`src/rtl/uart_aim_receiver_pkg.sv`:
```
// Shared types and constants for the UART current-aim receiver.
// Parser/receiver state encodings, ASCII byte codes and the field saturation helper.
package uart_aim_receiver_pkg;

    typedef enum logic [2:0] {
        S_F0  = 3'd0,
        S_N0  = 3'd1,
        S_F1  = 3'd2,
        S_N1  = 3'd3,
        S_END = 3'd4,
        S_ERR = 3'd5
    } parser_state_e;

    typedef enum logic [1:0] {
        RX_IDLE  = 2'd0,
        RX_START = 2'd1,
        RX_DATA  = 2'd2,
        RX_STOP  = 2'd3
    } rx_state_e;

    localparam logic [7:0] ASCII_SPACE = 8'h20;
    localparam logic [7:0] ASCII_COMMA = 8'h2C;
    localparam logic [7:0] ASCII_MINUS = 8'h2D;
    localparam logic [7:0] ASCII_0     = 8'h30;
    localparam logic [7:0] ASCII_9     = 8'h39;
    localparam logic [7:0] ASCII_CR    = 8'h0D;
    localparam logic [7:0] ASCII_LF    = 8'h0A;

    // Unsigned magnitude plus sign flag -> saturated 16-bit two's complement.
    function automatic logic [15:0] sat_field(input logic [16:0] mag, input logic neg);
        logic [16:0] neg_mag;
        neg_mag = 17'd0 - mag;
        if (neg) begin
            return (mag > 17'd32768) ? 16'h8000 : neg_mag[15:0];
        end
        return (mag > 17'd32767) ? 16'h7FFF : mag[15:0];
    endfunction

endpackage

```
`src/rtl/uart_aim_receiver_rx.sv`:
```
// 8N1 UART byte receiver: 2-FF synchronizer, falling-edge start detect, mid-bit sampling.
// Emits a one-cycle valid pulse with the byte, or a framing-error pulse on a low stop bit.
module uart_rx_byte
    import uart_aim_receiver_pkg::*;
#(
    parameter logic [15:0] CLK_DIV = 16'd320
) (
    input  logic       clk,
    input  logic       rstn,
    input  logic       rx_i,
    output logic       byte_valid_o,
    output logic [7:0] byte_data_o,
    output logic       frame_err_o
);

    localparam logic [15:0] HALF_DIV = CLK_DIV >> 1;

    logic        sync1_q, sync2_q, prev_q;
    rx_state_e   state_q, state_d;
    logic [15:0] cnt_q, cnt_d;
    logic [2:0]  bit_q, bit_d;
    logic [7:0]  shift_q, shift_d;
    logic        valid_q, valid_d;
    logic        ferr_q, ferr_d;

    // Line idles high, so the synchronizer resets high and a fresh falling edge is required.
    always_ff @(posedge clk or negedge rstn) begin
        if (!rstn) begin
            sync1_q <= 1'b1;
            sync2_q <= 1'b1;
            prev_q  <= 1'b1;
            state_q <= RX_IDLE;
            cnt_q   <= 16'd0;
            bit_q   <= 3'd0;
            shift_q <= 8'd0;
            valid_q <= 1'b0;
            ferr_q  <= 1'b0;
        end else begin
            sync1_q <= rx_i;
            sync2_q <= sync1_q;
            prev_q  <= sync2_q;
            state_q <= state_d;
            cnt_q   <= cnt_d;
            bit_q   <= bit_d;
            shift_q <= shift_d;
            valid_q <= valid_d;
            ferr_q  <= ferr_d;
        end
    end

    always_comb begin
        state_d = state_q;
        cnt_d   = cnt_q;
        bit_d   = bit_q;
        shift_d = shift_q;
        valid_d = 1'b0;
        ferr_d  = 1'b0;
        case (state_q)
            RX_IDLE: begin
                if (prev_q && !sync2_q) begin
                    state_d = RX_START;
                    cnt_d   = HALF_DIV - 16'd1;
                end
            end
            RX_START: begin
                if (cnt_q != 16'd0) begin
                    cnt_d = cnt_q - 16'd1;
                end else if (sync2_q) begin
                    state_d = RX_IDLE;
                end else begin
                    state_d = RX_DATA;
                    cnt_d   = CLK_DIV - 16'd1;
                    bit_d   = 3'd0;
                end
            end
            RX_DATA: begin
                if (cnt_q != 16'd0) begin
                    cnt_d = cnt_q - 16'd1;
                end else begin
                    shift_d = {sync2_q, shift_q[7:1]};
                    cnt_d   = CLK_DIV - 16'd1;
                    if (bit_q == 3'd7) begin
                        state_d = RX_STOP;
                    end else begin
                        bit_d = bit_q + 3'd1;
                    end
                end
            end
            RX_STOP: begin
                if (cnt_q != 16'd0) begin
                    cnt_d = cnt_q - 16'd1;
                end else begin
                    state_d = RX_IDLE;
                    valid_d = sync2_q;
                    ferr_d  = !sync2_q;
                end
            end
            default: state_d = RX_IDLE;
        endcase
    end

    assign byte_valid_o = valid_q;
    assign byte_data_o  = shift_q;
    assign frame_err_o  = ferr_q;

endmodule

```
`src/rtl/uart_aim_receiver.sv`:
```
// Receives "<id> <iq>" ASCII lines over UART and publishes saturated signed current targets.
// state | meaning
// S_F0  | await field 1 (blank lines ignored)
// S_N0  | in field 1 digits
// S_F1  | await field 2
// S_N1  | in field 2 digits
// S_END | trailing spaces before CR/LF
// S_ERR | discard until CR/LF, then pulse o_err
module uart_aim_receiver
    import uart_aim_receiver_pkg::*;
#(
    parameter logic [15:0] CLK_DIV = 16'd320
) (
    input  logic               clk,
    input  logic               rstn,
    input  logic               i_uart_rx,
    output logic               o_en,
    output logic signed [15:0] o_id_aim,
    output logic signed [15:0] o_iq_aim,
    output logic               o_err
);

    logic       rx_valid;
    logic [7:0] rx_data;
    logic       rx_ferr;

    uart_rx_byte #(.CLK_DIV(CLK_DIV)) u_rx (
        .clk          (clk),
        .rstn         (rstn),
        .rx_i         (i_uart_rx),
        .byte_valid_o (rx_valid),
        .byte_data_o  (rx_data),
        .frame_err_o  (rx_ferr)
    );

    parser_state_e state_q, state_d;
    logic [16:0]   acc_q, acc_d;
    logic          neg_q, neg_d;
    logic [2:0]    ndig_q, ndig_d;
    logic [15:0]   id_fld_q, id_fld_d;
    logic [15:0]   id_q, id_d;
    logic [15:0]   iq_q, iq_d;
    logic          en_q, en_d;
    logic          err_q, err_d;

    logic        is_digit, is_space, is_sep, is_minus, is_eol, bad;
    logic [16:0] acc_next;

    always_ff @(posedge clk or negedge rstn) begin
        if (!rstn) begin
            state_q  <= S_F0;
            acc_q    <= 17'd0;
            neg_q    <= 1'b0;
            ndig_q   <= 3'd0;
            id_fld_q <= 16'd0;
            id_q     <= 16'd0;
            iq_q     <= 16'd0;
            en_q     <= 1'b0;
            err_q    <= 1'b0;
        end else begin
            state_q  <= state_d;
            acc_q    <= acc_d;
            neg_q    <= neg_d;
            ndig_q   <= ndig_d;
            id_fld_q <= id_fld_d;
            id_q     <= id_d;
            iq_q     <= iq_d;
            en_q     <= en_d;
            err_q    <= err_d;
        end
    end

    always_comb begin
        is_digit = (rx_data >= ASCII_0) && (rx_data <= ASCII_9);
        is_space = (rx_data == ASCII_SPACE);
        is_sep   = is_space || (rx_data == ASCII_COMMA);
        is_minus = (rx_data == ASCII_MINUS);
        is_eol   = (rx_data == ASCII_CR) || (rx_data == ASCII_LF);
        acc_next = (acc_q * 17'd10) + {13'd0, rx_data[3:0]};

        state_d  = state_q;
        acc_d    = acc_q;
        neg_d    = neg_q;
        ndig_d   = ndig_q;
        id_fld_d = id_fld_q;
        id_d     = id_q;
        iq_d     = iq_q;
        en_d     = 1'b0;
        err_d    = 1'b0;
        bad      = 1'b0;

        if (rx_ferr) begin
            state_d = S_ERR;
        end else if (rx_valid) begin
            case (state_q)
                S_F0, S_F1: begin
                    if (is_minus || is_digit) begin
                        state_d = (state_q == S_F0) ? S_N0 : S_N1;
                        neg_d   = is_minus;
                        acc_d   = is_digit ? {13'd0, rx_data[3:0]} : 17'd0;
                        ndig_d  = is_digit ? 3'd1 : 3'd0;
                    end else if (state_q == S_F0) begin
                        bad = !(is_space || is_eol);
                    end else begin
                        bad = !is_sep;
                    end
                end
                S_N0, S_N1: begin
                    if (is_digit) begin
                        if (ndig_q == 3'd5) begin
                            bad = 1'b1;
                        end else begin
                            acc_d  = acc_next;
                            ndig_d = ndig_q + 3'd1;
                        end
                    end else if (ndig_q == 3'd0) begin
                        bad = 1'b1;
                    end else if (state_q == S_N0 && is_sep) begin
                        id_fld_d = sat_field(acc_q, neg_q);
                        state_d  = S_F1;
                    end else if (state_q == S_N1 && is_space) begin
                        state_d = S_END;
                    end else if (state_q == S_N1 && is_eol) begin
                        id_d    = id_fld_q;
                        iq_d    = sat_field(acc_q, neg_q);
                        en_d    = 1'b1;
                        state_d = S_F0;
                    end else begin
                        bad = 1'b1;
                    end
                end
                S_END: begin
                    if (is_eol) begin
                        id_d    = id_fld_q;
                        iq_d    = sat_field(acc_q, neg_q);
                        en_d    = 1'b1;
                        state_d = S_F0;
                    end else if (!is_space) begin
                        bad = 1'b1;
                    end
                end
                S_ERR: begin
                    bad = 1'b1;
                end
                default: state_d = S_F0;
            endcase

            // A CR/LF that breaks the grammar also terminates the line, so report at once.
            if (bad) begin
                if (is_eol) begin
                    err_d   = 1'b1;
                    state_d = S_F0;
                end else begin
                    state_d = S_ERR;
                end
            end
        end
    end

    assign o_en     = en_q;
    assign o_err    = err_q;
    assign o_id_aim = id_q;
    assign o_iq_aim = iq_q;

endmodule

```
`config.mk`:
```
export PLATFORM = sky130hd
export DESIGN_NAME = uart_aim_receiver
export DESIGN_NICKNAME = d
export VERILOG_FILES = /design/src/rtl/uart_aim_receiver_pkg.sv /design/src/rtl/uart_aim_receiver_rx.sv /design/src/rtl/uart_aim_receiver.sv
export SDC_FILE = /design/constraint.sdc
export NUM_CORES = 1
export LEC_CHECK = 0
export CORE_ASPECT_RATIO = 1.4
export CORE_MARGIN = 5
export CORE_UTILIZATION = 45
export DETAILED_ROUTE_END_ITERATION = 10
export PLACE_DENSITY = 0.64
export SKIP_CTS_REPAIR_TIMING = 1
export SLEW_MARGIN = 20
export SYNTH_ARGS = -nofsm -noshare
export SYNTH_HDL_FRONTEND = slang
export SYNTH_HIERARCHICAL = 1
export SYNTH_SLANG_ARGS = --single-unit
```
`constraint.sdc`:
```
create_clock -name clk -period 3 [get_ports clk]
set_clock_uncertainty 0.05 [all_clocks]
set_input_delay 0.6 -clock clk [delete_from_list [all_inputs] [get_ports clk]]
set_output_delay 0.6 -clock clk [all_outputs]
set_load 0.02 [all_outputs]
```
Yosys cells after proc, flatten, opt, wreduce, memory -nomap -nowiden
Cells that the tools add are included.
{"block": "op_classes", "addsub": 5, "multipliers": 1, "n_lt_le_gt_ge": 4, "n_eq_ne": 39, "muxes": 109, "n_bitwise": 4, "reduce_logical": 31}
{"op": "$mux W16", "n": 23}
{"op": "$pmux W16 S2", "n": 2}
{"op": "$pmux W16 S4", "n": 1}
{"op": "$mux W3", "n": 18}
{"op": "$mux W17", "n": 3}
{"op": "$mux W1", "n": 47}
{"op": "$pmux W17 S2", "n": 1}
{"op": "$ne A2 B2 Y1 const B", "n": 14}
{"op": "$eq A8 B6 Y1 const B", "n": 3}
{"op": "$add A17 B4 Y17", "n": 1}
{"op": "$gt A17 B15 Y1 const B", "n": 1}
{"op": "$gt A17 B16 Y1 const B", "n": 1}
{"op": "$mul A17 B3 Y16 const B", "n": 1}
{"op": "$eq A8 B4 Y1 const B", "n": 2}
{"op": "$ne A4 B3 Y1 const B", "n": 4}
{"op": "$reduce_bool A16 Y1", "n": 1}
{"op": "$sub A1 B16 Y16 const A", "n": 1}
{"op": "$sub A16 B1 Y16 const B", "n": 1}
{"op": "$mux W2", "n": 7}
{"op": "$eq A3 B3 Y1 const B", "n": 4}
{"op": "$pmux W3 S2", "n": 2}
{"op": "$pmux W3 S4", "n": 1}
{"op": "$reduce_and A6 Y1", "n": 2}
{"op": "$reduce_and A5 Y1", "n": 2}
{"op": "other kinds (28)", "n": 50}
{"block": "word_totals", "regBits": 108, "in_bits": 3, "output_inout_bits": 34, "elab_cells": 211}

Longest topological paths before layout
Gate-level depths: netlist of the first run.
{"block": "depth", "depth_word": 18, "mapped_depth": 12, "mapped_depth_nobuf": 12}

By module
The synthesis of the first run kept the hierarchy.
{"module": "uart_aim_receiver", "instances": 1, "cells_per_inst": 537, "area_per_inst_um2": 4840.9, "seq_area_each_um2": 1851.8}
{"module": "uart_rx_byte", "instances": 1, "cells_per_inst": 177, "area_per_inst_um2": 1798.0, "seq_area_each_um2": 854.6}

Worst setup path after synthesis of the first run
Ideal clock, no wire load.
{"block": "synth_timing", "path_kind": "register to register", "startpoint": "register acc_q[3]", "endpoint": "register acc_q[16]", "t_arrival_ns": 3.137, "required_time_ns": 2.823, "path_slack_ns": -0.314, "path_stages_with_launch": 13, "n_path_buf": 0, "synth_period_minus_slack_ns": 3.314, "cell_sequence": "dfrtp_1 -> ha_1 -> ha_1 -> inv_1 -> fa_1 -> nand2b_1 -> a21oi_1 -> o32ai_1 -> or3_4 -> or3_4 -> nor4_4 -> xnor2_1 -> o21ai_1"}
{"block": "synth_via", "elab_chain_len": 5}
{"element": "start: declaration", "line": "uart_aim_receiver.sv:37", "text": "logic [16:0] acc_q, acc_d;"}
{"element": "start signal: assignment", "line": "uart_aim_receiver.sv:52", "text": "acc_q <= 17'd0;"}
{"element": "start signal: assignment", "line": "uart_aim_receiver.sv:62", "text": "acc_q <= acc_d;"}
{"element": "$mul A17 B3 Y16", "line": "uart_aim_receiver.sv:79", "text": "acc_next = (acc_q * 17'd10) + {13'd0, rx_data[3:0]};"}
{"element": "$add A17 B4 Y17", "line": "uart_aim_receiver.sv:79"}
{"element": "$mux W17", "line": "uart_aim_receiver.sv:110", "text": "if (ndig_q == 3'd5) begin"}
{"element": "$mux W17", "line": "uart_aim_receiver.sv:109", "text": "if (is_digit) begin"}
{"element": "$pmux W17 S2", "line": "uart_aim_receiver.sv:95", "text": "case (state_q)"}
No other way between the ends. The select of a mux whose other input is x is not followed.
A chain may end at the register's enable or synchronous reset.

Final worst setup path of the first run
{"block": "layout_timing", "startpoint": "register acc_q[3]", "endpoint": "register acc_q[13]"}
Same word-level chain as after synthesis.

==> metrics, run 1 <==
RSZ-0062 raised after global routing=true; via count=5457; FFs w/ async S/R, synth=100.0%; Main synth FF type=dfrtp_1; drt initial violations=327; final cell count without fillers=roughly 960; Final min period=3.072 ns; row cnt=between 50 and 60; status=complete, but fails checks; Hold Crit Class=input pin to async pin; die width=approximately 110 µm; total gr overflow=0; DP Area=between 7000 and 8000 µm²; clock tree buffer depth=2; Slew Viols, Final=0; Detailed Route WL=around 15000 µm; post-route cell area=approximately 7800 µm²; GP Congestion=~0.86; Post-Place Cells=approximately 940; first-pass GRT wire length=approximately 26000 µm; Post-synth EDFFs=0; worst-path maximum fanout=3; CTS root buf=clkbuf_16; post-synthesis cell type count=80; Final ANT Viol Nets=0; post-layout util=between 50% and 60%; Syn Area/Cell=~9.3 µm²; crit path capture type=flop; All-Layer GR Usage=17.85%; Yosys warning total=6; post-synthesis register bit count=around 110; TritonCTS clock tree=done; post-DP HPWL=about 11000 µm; vias in the first global route=around 5500; endpoints failing hold=0; kind of critical path=flop to flop; io pins=37; initial core utilization=45.76%; DRC errors left=0; Slew headroom=about 55%; Area Overhead vs Synth=17.73%; synthesized instance count=a little over 700; Startpoint Class=flop; total power=about 3.7 mW; Pre-antenna DRT Iters=5; Max VDD drop=roughly 500 µV; Final WS setup=-0.07160 ns; Setup Viol. Count Final=3; flop-to-flop setup slack=-0.07 ns; worst endpoint data arrival time=about 3.3 ns; fraction of layout instances using a drive strength above 1=14.36%; failing checks=negative setup slack; worst-margin pin slew=0.6725 ns; fmax=325.6 MHz; register area share after synthesis=~41%; Final #Nets=roughly 810; # clock sinks=around 110; CP Data Required Time=~3.2 ns; post-DR vias/cell=between 5 and 6; clock latency on the worst-skew pair=between 0.3 and 0.4 ns; PortBufs=36; Power Dens Cells=around 470 nW/µm²; period utilization=102.4%; die area=between 15000 and 20000 µm²; Antenna Cells=0; Post-Syn Area=~6600 µm²; largest net degree at the start of global routing=46; initial antenna violation count=0; Max Cap Violations=0; Pleak=between 3 and 4 nW; WL per Instance=15.61 µm; Synth Net Count=760; Num CTS Buffers=9; CTS clk-pin slew, worst paths=approximately 0.080 ns; core area=between 10000 and 15000 µm²; H-tree depth=3; die height=roughly 150 µm; Min Hold Slack=between 0.15 and 0.2 ns
-- worst paths after layout --
path                           endpoint    startpoint  cells after the start
max in group asynchronous   u_rx/prev_q          rstn                      2
min in group clk           u_rx/sync2_q  u_rx/sync1_q                      0
setup reg to reg              acc_q[13]      acc_q[3]                     13
hold / removal             id_fld_q[13]          rstn                      1
setup / recovery              acc_q[13]      acc_q[3]                     13
hold reg to reg            u_rx/sync2_q  u_rx/sync1_q                      0
-- power by group --
part           total [mW]  leakage, nW  switching (mW)  internal (mW)
registers            1.64         1.47           0.101           1.54
logic               0.870         1.88           0.528          0.341
clock network        1.16        0.140           0.580          0.579
-- cells in the final DEF, fill, tap and decap left out, drive strengths merged, types with 25 or more instances in the layout --
| cell | instances |
|---|---|
| a21oi | 53 |
| buf | 44 |
| clkdlybuf4s50 | 35 |
| dfrtp | 105 |
| ha | 41 |
| inv | 31 |
| mux2 | 25 |
| nand2 | 71 |
| nor2 | 52 |
| o21ai | 75 |
-- synthesized netlist by cell type, types with 3 or more instances --
cell      number  area, µm²
or3_1          9      56.30
nor4_1         3      18.77
a22o_1         3      26.28
xnor2_1       17      148.9
o31ai_1       13      97.59
mux2_2         9      101.4
inv_1         27      101.4
a21oi_1       53      265.3
clkbuf_1      25      93.84
o211ai_1       3      22.52
o41ai_1       10      87.58
o21ai_0       46      230.2
or4_1          3      22.52
nor2b_1        6      37.54
o21ai_1       29      145.1
mux2_1        16      180.2
dfrtp_1      105       2628
a21o_1         9      67.56
nor4_4         3      63.81
or3_4          3      33.78
and3_1         4      25.02
nand2b_1      14      87.58
nor2_1        52      195.2
a211oi_1       3      22.52
buf_2          5      25.02
nand4_1        6      37.54
xor2_1         9      78.83
o22ai_1        5      31.28
nand3_1       13      65.06
nor3b_1        7      52.55
o21a_1         3      22.52
a31oi_1       12      75.07
nor3_1        15      75.07
mux2i_1        3      30.03
dfstp_2        3      78.83
nand2_1       71      266.5
ha_1          41      513.0
and2_1         3      18.77
-- per-layer routing --
metal	vias up	GRT usage, %	share of wire, %
met5	-	0	0
met4	0	4.582	0.85
met2	100	32.77	53
li1	2701	-	-
met1	2646	21.66	43
met3	10	2.635	2.9
-- final cells by class --
cell class,count,area [µm²]
timing repair buffer,79,709.4
inverter,28,110.1
sequential,108,2709
multi-input combinational,542,3769
tap,189,236.5
clock buffer,9,225.2
clock inverter,7,57.56
fill,1291,6693
-- stage by stage --
step                      worst slack (ns)  setup TNS, ns
final                             -0.07160        -0.1375
after global routing               -0.1643        -0.5477
after CTS                          -0.1146        -0.2899
after detailed placement           -0.1005        -0.2419
after global placement            -0.03979       -0.04817
after floorplan                   -0.06433       -0.07341
-- state kept, by name (all words and copies together), names as in the netlist, named ones only --
| name | count |
|---|---|
| acc_q | 17 |
| id_fld_q | 16 |
| o_id_aim | 16 |
| o_iq_aim | 16 |
| u_rx/cnt_q | 16 |
| u_rx/byte_data_o | 8 |
| ndig_q | 3 |
| state_q | 3 |
| u_rx/bit_q | 3 |
| neg_q | 1 |
| o_en | 1 |
| o_err | 1 |
| u_rx/byte_valid_o | 1 |
| u_rx/frame_err_o | 1 |
| u_rx/prev_q | 1 |
| u_rx/state_q | 1 |
| u_rx/sync1_q | 1 |
| u_rx/sync2_q | 1 |
-- cells by family (layout without fill, tap and decap cells) --
group	count (synthesis)	in the layout	synth area share, %
buffers and inverters	64	123	4.184
muxes	28	28	4.693
adders and majority gates	43	43	8.330
and+or+nand+nor	228	228	18.07
xor gates and xnor gates	27	27	3.675
AOI/OAI and AO/OA	216	216	20.28
DFF	108	108	40.77
-- worst max-delay path, cell delays in order, from the launching register on --
cell	delay, ns
dfrtp_2	0.44
ha_4	0.28
ha_4	0.12
inv_2	0.03
fa_2	0.33
nand2b_4	0.17
a21oi_4	0.17
o32ai_2	0.11
or3_4	0.39
or3_4	0.42
buf_6	0.13
nor2_1	0.07
nor2_1	0.04
a22o_1	0.19
Power figures use the tool's default switching activity.
==> run 2, diff against run 1 <==
Settings changed: CORE_UTILIZATION 45 to 40, PLACE_DENSITY 0.64 to 0.57.
==> metrics, run 2 (same netlist as run 1, synthesis figures left out) <==
worst endpoint data arrival time=3.22 ns (was 3.26 ns); period utilization=101.1% (was 102.4%); Switching Share=32.18% (was 32.96%); Min Hold Slack=0.2161 ns (was 0.1880 ns); Reg with most FFs=acc_q (unchanged); Final #Nets=812 (was 814); initial core utilization=40.88% (was 45.76%); kind of critical path=flop to flop (unchanged); final cell count without fillers=969 (was 962); first-pass GRT wire length=25500 µm (was 26240 µm); post-DP HPWL=11350 µm (was 11190 µm); worst-path maximum fanout=3 (unchanged); Setup Viol. Count Final=4 (was 3); Pint=2.437 mW (was 2.459 mW); Largest register FFs=17 (unchanged); switching pwr=1.156 mW (was 1.209 mW); Num CTS Buffers=9 (unchanged); combinational fraction of design power=24.0% (was 23.7%); commonest cells after routing, fill and taps aside=dfrtp_1 (103), nand2_1 (71), a21oi_1 (52) (was dfrtp_1 (103), nand2_1 (71), a21oi_1 (51)); row cnt=55 (was 52); RSZ-0062 raised after global routing=true (unchanged); post-DR vias/cell=5.544 (was 5.673); Sequential Power Share=45.7% (was 44.7%); initial antenna violation count=0 (unchanged); Max Cap Violations=0 (unchanged); DP Area=7472 µm² (was 7452 µm²); Area Overhead vs Synth=16.92% (was 17.73%); Detailed Route WL=14850 µm (was 15020 µm); Startpoint Class=flop (unchanged); Final min period=3.032 ns (was 3.072 ns); total power=3.593 mW (was 3.668 mW); crit path capture type=flop (unchanged); drt initial violations=312 (was 327); post-route cell area=7762 µm² (was 7816 µm²); io pins=37 (unchanged); die height=162.4 µm (was 153.7 µm); GP Congestion=0.8141 (was 0.8555); Max VDD drop=464.3 µV (was 501.2 µV); status=complete, but fails checks (unchanged); DRC errors left=0 (unchanged); Antenna Cells=0 (unchanged); fmax=329.8 MHz (was 325.6 MHz); Clk pwr share=30.3% (was 31.6%); endpoints failing hold=0 (unchanged); vias in the first global route=5310 (was 5492); Hold Crit Class=input pin to async pin (unchanged); commonest non-fill, non-tap cell in the layout=dfrtp_1 (unchanged); Pleak=3.484 nW (was 3.499 nW); fraction of layout instances using a drive strength above 1=13.51% (was 14.36%); PortBufs=36 (unchanged); Final WS setup=-0.03171 ns (was -0.07160 ns); via count=5372 (was 5457); Slew headroom=54.75% (was 55.07%); die area=19310 µm² (was 17320 µm²); failing checks=negative setup slack (unchanged); CP Data Required Time=3.19 ns (about the same); clock tree buffer depth=2 (unchanged); WL per Instance=15.32 µm (was 15.61 µm); largest net degree at the start of global routing=60 (was 46); worst-margin pin slew=0.6787 ns (was 0.6725 ns); Slew Viols, Final=0 (unchanged); final-layout fill cell count=1532 (was 1291); # clock sinks=108 (unchanged); Final ANT Viol Nets=0 (unchanged); CTS clk-pin slew, worst paths=0.07 ns (was 0.08 ns); CTS root buf=clkbuf_16 (unchanged); total gr overflow=0 (unchanged); core area=16240 µm² (was 14510 µm²); Power Dens Cells=462.9 nW/µm² (was 469.3 nW/µm²); H-tree depth=3 (unchanged); All-Layer GR Usage=15.74% (was 17.85%); clock latency on the worst-skew pair=0.35 ns (about the same); TritonCTS clock tree=done (unchanged); Post-Place Cells=954 (was 943); die width=118.9 µm (was 112.7 µm); Pre-antenna DRT Iters=4 (was 5)
run 2: final cells by class:
type | count | area (µm²) | share of cell area (%)
clock buffers | 9 | 225.2 | 2.901
clock inverters | 6 | 40.04 | 0.5158
inverters | 28 | 110.1 | 1.418
multi-input cells | 542 | 3739 | 48.16
flip-flops and latches | 108 | 2709 | 34.90
well taps | 199 | 249.0 | 3.208
repair buffers | 77 | 690.7 | 8.897
run 2: worst max-delay path, stage by stage, from the launching register on:
cell and delay (ns):
dfrtp_2 0.45, ha_4 0.28, ha_4 0.13, inv_2 0.04, fa_2 0.35, nand2b_4 0.16
a21oi_4 0.15, o32ai_2 0.10, or3_4 0.40, or3_4 0.36, nor3_4 0.17, xnor2_1 0.09
a31o_1 0.21
run 2: stage by stage:
| stage | util, % | setup WS (ns) | setup TNS [ns] |
|---|---|---|---|
| 2_1_floorplan | - | -0.06433 | -0.07341 |
| 3_3_place_gp | 46.01 | -0.04068 | -0.05318 |
| 3_5_place_dp | 46.01 | -0.08836 | -0.2204 |
| 4_1_cts | 47.64 | -0.1028 | -0.2787 |
| 5_1_grt | 47.80 | -0.1840 | -0.7621 |
| 6_report | 47.80 | -0.03171 | -0.08817 |
run 2: metal layers:
layer | up-vias | share of wire, % | track usage [%]
met5 | - | 0 | 0
met4 | 0 | 1.8 | 6.642
met3 | 16 | 2.1 | 1.911
met2 | 84 | 53 | 29.00
met1 | 2580 | 43 | 18.35
li1 | 2692 | - | -
run 2: worst paths after layout:
check / from / to / slack, ns / cells after the start
worst max-delay path: acc_q[3] / acc_q[15] / -0.03 / 12
worst min-delay path: rstn / o_iq_aim[11] / 0.22 / 1
worst max register to register: acc_q[3] / acc_q[15] / -0.03 / 12
worst min register to register: u_rx/sync1_q / u_rx/sync2_q / 0.31 / 0
max in group asynchronous: rstn / u_rx/sync1_q / 1.89 / 2
min in group clk: u_rx/sync1_q / u_rx/sync2_q / 0.31 / 0
run 2: power by group through the flow:
stage	clock network (mW)	logic [mW]	registers (mW)
2_1_floorplan	0	0.662	1.63
3_3_place_gp	0	0.836	1.66
3_5_place_dp	0	0.864	1.67
4_1_cts	1.13	0.870	1.64
5_1_grt	1.19	0.967	1.66
6_report	1.09	0.864	1.64
==> run 3, diff against run 2 <==
Settings changed: CAP_MARGIN from default to 10.
==> results of run 3 <==
Final layout, timing and power as in run 2 (identical DEF).
